===== src/rtl/fetch_unit.sv =====
// fetch_unit: instruction-fetch stage that sits directly upstream of the main decoder.
//
// Holds the program counter and fetches one instruction at a time from instruction
// memory over a req/ack handshake. The held word goes to decode on instr_o; its bits
// [31:26] drive the decoder opcode. When decode retires the instruction, the unit
// computes the next PC from the decoder's branch/jump controls and the ALU zero flag,
// then starts the next fetch.
//
// Configuration macro:
//   FETCH_MISALIGN_TRAP_EN - When defined, a misaligned next PC traps. The unit adds
//                            the misalign_o output and a HALT state. When undefined,
//                            the low two bits of the next PC are forced to zero.
//
// Ports:
//   clk, reset           - Rising-edge clock and asynchronous active-high reset.
//   imem_req/imem_addr   - Fetch request and byte address (the address is pc_o).
//   imem_ack/imem_rdata  - Memory returns the instruction word while ack is high.
//   instr_o, instr_valid - Held instruction and its valid flag, driven to decode.
//   pc_o, pc_plus4_o     - PC of the held instruction, and that PC + 4 (JAL link).
//   decode_ready         - Execute completes the held instruction this cycle.
//   branch_eq_i, branch_ne_i, jump_i, zero_i, jr_i, jr_target_i
//                        - Next-PC controls from the decoder and the ALU.
//   retired_cnt          - Count of retired instructions; wraps around.
//   misalign_o           - Sticky misaligned-target trap flag (trap build only).

module fetch_unit #(
    parameter logic [31:0] RESET_PC  = 32'h0040_0000,
    parameter int unsigned CNT_WIDTH = 32
) (
    input  logic                 clk,
    input  logic                 reset,
    output logic                 imem_req,
    output logic [31:0]          imem_addr,
    input  logic                 imem_ack,
    input  logic [31:0]          imem_rdata,
    output logic [31:0]          instr_o,
    output logic                 instr_valid,
    output logic [31:0]          pc_o,
    output logic [31:0]          pc_plus4_o,
    input  logic                 decode_ready,
    input  logic                 branch_eq_i,
    input  logic                 branch_ne_i,
    input  logic                 jump_i,
    input  logic                 zero_i,
    input  logic                 jr_i,
    input  logic [31:0]          jr_target_i,
    output logic [CNT_WIDTH-1:0] retired_cnt
`ifdef FETCH_MISALIGN_TRAP_EN
    ,
    output logic                 misalign_o
`endif
);

`ifdef FETCH_MISALIGN_TRAP_EN
    typedef enum logic [1:0] {StFetch, StHold, StHalt} state_e;
`else
    typedef enum logic [1:0] {StFetch, StHold} state_e;
`endif

    state_e                state_q, state_d;
    logic [31:0]           pc_q, pc_d;
    logic [31:0]           instr_q, instr_d;
    logic                  valid_q, valid_d;
    logic [CNT_WIDTH-1:0]  cnt_q, cnt_d;
`ifdef FETCH_MISALIGN_TRAP_EN
    logic                  misalign_q, misalign_d;
`endif

    logic [31:0] pc_plus4;
    logic [31:0] jump_target;
    logic [31:0] branch_offset;
    logic [31:0] branch_target;
    logic        branch_taken;
    logic [31:0] next_pc;

    // Next-PC datapath. It is evaluated every cycle, but it only matters in HOLD,
    // where instr_q and pc_q are stable.
    always_comb begin
        pc_plus4      = pc_q + 32'd4;
        jump_target   = {pc_plus4[31:28], instr_q[25:0], 2'b00};
        branch_offset = {{14{instr_q[15]}}, instr_q[15:0], 2'b00};
        branch_target = pc_plus4 + branch_offset;
        // If the decoder asserts both branch flags, the branch is taken when either
        // condition holds.
        branch_taken  = (branch_eq_i & zero_i) | (branch_ne_i & ~zero_i);

        if (jr_i) begin
            next_pc = jr_target_i;
        end else if (jump_i) begin
            next_pc = jump_target;
        end else if (branch_taken) begin
            next_pc = branch_target;
        end else begin
            next_pc = pc_plus4;
        end
    end

    // Next-state logic for the FSM and the architectural registers.
    always_comb begin
        state_d    = state_q;
        pc_d       = pc_q;
        instr_d    = instr_q;
        valid_d    = valid_q;
        cnt_d      = cnt_q;
`ifdef FETCH_MISALIGN_TRAP_EN
        misalign_d = misalign_q;
`endif

        case (state_q)
            StFetch: begin
                // An ack in the same cycle that req rises is accepted, so a fetch
                // can take zero wait states.
                if (imem_ack) begin
                    instr_d = imem_rdata;
                    valid_d = 1'b1;
                    state_d = StHold;
                end
            end
            StHold: begin
                // An ack that arrives in HOLD is ignored; only decode_ready matters.
                if (decode_ready) begin
                    valid_d = 1'b0;
                    cnt_d   = cnt_q + CNT_WIDTH'(1);
`ifdef FETCH_MISALIGN_TRAP_EN
                    if (next_pc[1:0] != 2'b00) begin
                        // Keep the raw target so software can see where the trap came from.
                        pc_d       = next_pc;
                        misalign_d = 1'b1;
                        state_d    = StHalt;
                    end else begin
                        pc_d    = next_pc;
                        state_d = StFetch;
                    end
`else
                    pc_d    = next_pc & ~32'd3;
                    state_d = StFetch;
`endif
                end
            end
`ifdef FETCH_MISALIGN_TRAP_EN
            StHalt: begin
                // Only reset leaves HALT.
                state_d = StHalt;
            end
`endif
            default: begin
                state_d = StFetch;
            end
        endcase
    end

    always_ff @(posedge clk or posedge reset) begin
        if (reset) begin
            state_q    <= StFetch;
            pc_q       <= RESET_PC;
            instr_q    <= 32'd0;
            valid_q    <= 1'b0;
            cnt_q      <= '0;
`ifdef FETCH_MISALIGN_TRAP_EN
            misalign_q <= 1'b0;
`endif
        end else begin
            state_q    <= state_d;
            pc_q       <= pc_d;
            instr_q    <= instr_d;
            valid_q    <= valid_d;
            cnt_q      <= cnt_d;
`ifdef FETCH_MISALIGN_TRAP_EN
            misalign_q <= misalign_d;
`endif
        end
    end

    // Gate the request with reset so that it drops as soon as reset rises. Without the
    // gate, req would stay high while the register sits in its FETCH reset value.
    assign imem_req    = (state_q == StFetch) & ~reset;
    assign imem_addr   = pc_q;
    assign instr_o     = instr_q;
    assign instr_valid = valid_q;
    assign pc_o        = pc_q;
    assign pc_plus4_o  = pc_plus4;
    assign retired_cnt = cnt_q;
`ifdef FETCH_MISALIGN_TRAP_EN
    assign misalign_o  = misalign_q;
`endif

endmodule


===== config.mk =====
export PLATFORM = sky130hd
export DESIGN_NAME = fetch_unit
export DESIGN_NICKNAME = d
export VERILOG_FILES = /design/src/rtl/fetch_unit.sv
export SDC_FILE = /design/constraint.sdc
export NUM_CORES = 1
export LEC_CHECK = 0
export BUFFER_PORTS_ARGS = -buffer_cell sky130_fd_sc_hd__buf_2
export CAP_MARGIN = 25
export CELL_PAD_IN_SITES_DETAIL_PLACEMENT = 0
export CELL_PAD_IN_SITES_GLOBAL_PLACEMENT = 1
export CORE_ASPECT_RATIO = 1.4
export CORE_MARGIN = 1
export CORE_UTILIZATION = 40
export DETAILED_ROUTE_END_ITERATION = 16
export PLACE_DENSITY_LB_ADDON = 0.1
export REMOVE_ABC_BUFFERS = 1
export SETUP_SLACK_MARGIN = 0.02
export SLEW_MARGIN = 20
export SYNTH_ARGS = -nofsm -noshare
export SYNTH_HDL_FRONTEND = slang
export SYNTH_SLANG_ARGS = --single-unit

===== constraint.sdc =====
create_clock -name clk -period 11.25 [get_ports clk]
set_input_delay 3.375 -clock clk [delete_from_list [all_inputs] [get_ports clk]]
set_output_delay 3.375 -clock clk [all_outputs]
set_load 0.02 [all_outputs]

# [After elaboration in Yosys (flattened, before gate mapping)]
# Index checks and enable logic that the tools add are counted.
[word_totals] in_bits=73 wordCells=32 register_bits=97
[classes] muxes=9 eq_ne=3 reduce_logical=6 bitwise_logic=6 add_sub_neg=3
[op_table] operator="$mux 32" count=3
[op_table] operator="$add 32x1->32 const B" count=1
[op_table] operator="$add 32x3->32 const B" count=1
[op_table] operator="$add 32x32->32" count=1
[op_table] operator="$reduce_and 2->1" count=3
[op_table] operator="$mux 2" count=2
[op_table] operator="$ne 2x2->1 const B" count=2
[op_table] operator="$pmux 2 s2" count=1
[op_table] operator="$and 1x1->1" count=3
[op_table] operator="$reduce_and 3->1" count=1
[op_table] operator="$eq 2x1->1 const B" count=1
[op_table] operator="$logic_not 2->1" count=1
[op_table] operator="$mux 1" count=2
[op_table] operator="$not 1->1" count=2
[op_table] operator="$pmux 1 s2" count=1
[op_table] operator="$reduce_bool 2->1" count=1
[op_table] operator="$or 1x1->1" count=1

# [Longest topological paths before layout]
[depth] word_depth=6 ltp_mapped=19

# [Least setup slack after synthesis]
# Ideal clock, no wire load.
[synth_path] path_type="input to output" from="in reset" to="out imem_req" required_time_ps=7875 t_arrival_ps=3655 stages=1 slack_ps=4220 n_path_buf=0 path_cell_list="nor2_1"
[synth_via] elab_chain_len=2
[synth_lines] item="start, declared" line_no="31" rtl="input logic reset,"
[synth_lines] item="$not 1->1" line_no="176" rtl="assign imem_req = (state_q == StFetch) & ~reset;"
[synth_lines] item="$and 1x1->1" line_no="176"
[synth_lines] item="end, declared" line_no="32" rtl="output logic imem_req,"
# No other way between the ends.

# [Worst setup path after layout]
# Same ends and word-level chain as after synthesis.

==> impl_summary.md <==
Run status
The flow ran to the end, and the final reports show no timing, DRC or antenna violations.

Die
The die footprint is about 18000 um2. The I/O pin count is around 240. The floorplan step set the die height to about 160 um. The core region area is roughly 17000 um2. The initial core utilization is approximately 41%. The floorplan has 56 rows. The die boundary width is 113 um.

GRT
The number of global-route vias before repair is about 6.1k. In the global route stage, met1 resource usage came out at 29.6%. After global routing the overflow that remains totals 0.

For this run, global-route usage on met2 was measured as 43.7%. The wire length of the first global-routing pass is approximately 33 mm. The initial antenna violation count is 2. The combined global-route utilization of all metal layers is around a quarter. The global routing stage identified its most utilized layer as met2.

Entering global routing, the biggest net connects 69 pins. The met3 track demand over resource in global routing is between 4 and 5%.

Setup path
The critical path depth is 3. The slowest cell on the critical path is buf_2. Data on the critical path arrives at its endpoint at 3.74 ns. The endpoint identified for the worst register-to-register timing path is imem_addr[28].

The worst reg2reg path startpoint is imem_addr[4]. The critical path start-end classification is primary input to primary output. The register-to-register path setup slack is roughly 7 ns. The end of the critical path is imem_req. The startpoint class of the critical path is a primary input. In this run the worst setup path begins at reset. In this run the worst path has a maximum fanout of 2. By instance count, the cell type seen most on the critical path is buf_2. The longest individual stage delay on the worst path is about 0.17 ns. The worst register-to-register path has a depth of 17.

The critical path goes through buf_2 -> nor2_1 -> buf_2. For the worst setup path, the data required time is just under 8 ns. The family with the most delay on the worst path is buffers and inverters. The number of buffers and inverters on the critical path is 2. STA classifies the critical path endpoint as a primary output.

Placement
The post-place setup slack is slightly above 4 ns. After legalization and detailed placement, the total HPWL measured between 15 and 20 mm. The number of buffer cells added on primary ports is 226.

The cell area reported after detailed placement is about 7900 um2. The final estimated routing congestion in global placement is around 0.84.

Logic synthesis
After synthesis, the mean cell area works out to 8.70 um2. After synthesis, flip-flops and latches occupy a little over a third of the total area. The count of flip-flops with a built-in enable after synthesis is 0. The post-synthesis instance area is roughly 6900 um2. The dominant register cell in the synthesized netlist is dfrtp_1. The total of warnings raised by yosys is 0. In this run, synthesis produced a sequential element count of 95. The proportion of synthesized flip-flops having asynchronous set or reset is 100%. The count of cell types in the netlist is 60. Synthesis produced a netlist whose cell count is just under 800.

STA
At the pin with the least slew margin, the transition time is between 0.9 and 1 ns. Setup repair after global routing left no endpoint under its margin. The worst setup margin is around 4.1 ns. The final hold violation count is 0. The number of max-slew violations in the final report was 0. In this run the tightest slew margin relative to its limit is 37.0%. The part of the cycle the worst path needs is a little over three fifths. The count of final setup violators is 0. The final total negative setup slack is 0 ns. Based on the critical path, the design can be clocked at up to roughly 140 MHz. For the finished layout, the period the worst path requires is 7.11 ns. The clock skew is 0.0112 ns.

Run
The number of max-capacitance violations reported is 0.

Clocking
The clock tree from TritonCTS is built. The clock tree synthesis step divided the H-tree into 3 levels. The root buffer cell chosen for the clock tree is clkbuf_16. Once the clock tree was built, the resizer swapped 0 gates to a different size. In this run, post-CTS hold repair placed 0 buffers.

No sink is reached through more buffers than the 2 on the longest clock path. The number of sinks handled by clock tree synthesis is between 90 and 100. The latest clock arrival within the worst-skew pair is 0.36 ns. The number of setup buffers added after CTS is 0. The number of clock buffers inserted by TritonCTS is 9. The clock transition at the registers of the reported paths is 0.07 ns.

Detailed routing
The length of the first detailed-routing pass in iterations is 5. The final routed DRC violation total is 0. Dividing the detail-routed wire length by the instance count gives approximately 18 um. The DRC violation total after the first TritonRoute iteration is around 280. The via-per-instance ratio is about 5.3.

The routed layout has roughly 6.3k vias. The routed design has roughly 21 mm of wire. The number of nets still failing antenna checks after routing is 0.

Cells and area
The cell area after layout is a little over 8000 um2. The count of fill cells added during filler insertion is about 1.7k. The fraction of layout cells with a size suffix above 1 is between 20% and 30%. The most common cell after layout, fill and taps aside is buf_2. The final layout contains 1086 nets. Once layout is complete, the utilization of the core stands at ~50%. Relative to the synthesized area, the layout overhead comes to 20.9%. In the layout the commonest cells are buf_2, dfrtp_1, nand2_1.

Pwr
The static leakage is between 4 and 5 nW. Registers are responsible for a little over a quarter of the overall power. The internal power of the cells totals 0.000991 W. The relative contribution of the clock network to total power is 16.7%. For this design the ratio of total power to cell area is approximately 230 nW/um2. IR analysis of the VDD net gives a maximum drop of between 100 and 150 uV. In this run the power spent charging and discharging nets is a little over 0.0009 W. Combinational logic burns approximately 56% of the power. The proportion of total power due to net switching is 48.6%.

Min path
The worst hold-check path type is flop to flop.
-- synthesized netlist by cell type (all sizes together), types with 8 or more instances --
library cell	count	area, um2
dfrtp	94	2350
nand2	84	315
a21oi	69	357
nor2	59	221
xnor2	57	499
o21ai	50	262
nand3	42	210
buf	38	278
ha	37	463
inv	29	109
mux2	27	304
clkbuf	25	93.8
xor2	25	219
nand4	18	113
a21o	11	82.6
and3	9	56.3
nand2b	9	56.3
a211oi	8	70.1
-- state kept, by name (all words and copies together) (netlist names) --
name / count
imem_addr: 30
instr_valid: 1
retired_cnt: 32
instr_o: 32
-- cell families after synthesis --
group | after synthesis | share of synthesized area, %
simple gates | 252 | 17.2
compound gates | 194 | 18.0
flops | 95 | 34.7
buf+inv | 92 | 7.01
xor+xnor | 82 | 10.5
fa+ha+maj | 38 | 7.05
mux | 34 | 5.46
other cells | 1 | 0.0547
-- worst min-delay path by stage --
stage,start,endpoint,slack [ns],cells after the start
2_1_floorplan,retired_cnt[31],retired_cnt[31],0.58,1
3_3_place_gp,retired_cnt[31],retired_cnt[31],0.46,1
3_5_place_dp,retired_cnt[31],retired_cnt[31],0.46,1
4_1_cts,retired_cnt[31],retired_cnt[31],0.47,1
5_1_grt,retired_cnt[31],retired_cnt[31],0.49,1
6_report,retired_cnt[31],retired_cnt[31],0.47,1
-- per-stage QoR --
| stage | power [W] | std cells | hold WS (ns) |
|---|---|---|---|
| 6_report | 0.00193 | 1184 | 0.473 |
| 5_1_grt | 0.00207 | 1184 | 0.488 |
| 3_3_place_gp | 0.00161 | 1166 | 0.458 |
| 2_1_floorplan | 0.00128 | 730 | 0.582 |
| 3_5_place_dp | 0.00161 | 1166 | 0.460 |
| 4_1_cts | 0.00194 | 1182 | 0.473 |
-- final cells by class --
class	count	area, um2	share of cell area [%]
antenna	1	2.50	0.0302
inverter	29	111	1.34
sequential	95	2380	28.7
multi-input combinational	606	4020	48.5
clock buffer	9	225	2.72
clock inverter	7	78.8	0.952
timing repair buffer	234	1210	14.6
tap	203	254	3.07
-- per-layer routing --
| layer | routed length, um | up-vias |
|---|---|---|
| li1 | - | 3127 |
| met1 | 8950 | 2951 |
| met3 | 1090 | 24 |
| met2 | 10600 | 204 |
| met4 | 385 | 0 |
| met5 | 0 | - |
-- power groups by stage --
stage | combinational [W] | sequential (W) | clock [W]
after floorplan | 0.000641 | 0.000636 | 0
after global placement | 0.00108 | 0.000530 | 0
after detailed placement | 0.00108 | 0.000531 | 0
after CTS | 0.00108 | 0.000525 | 0.000333
after global routing | 0.00119 | 0.000540 | 0.000343
final | 0.00108 | 0.000525 | 0.000322
(Power assumes the default switching activity.)
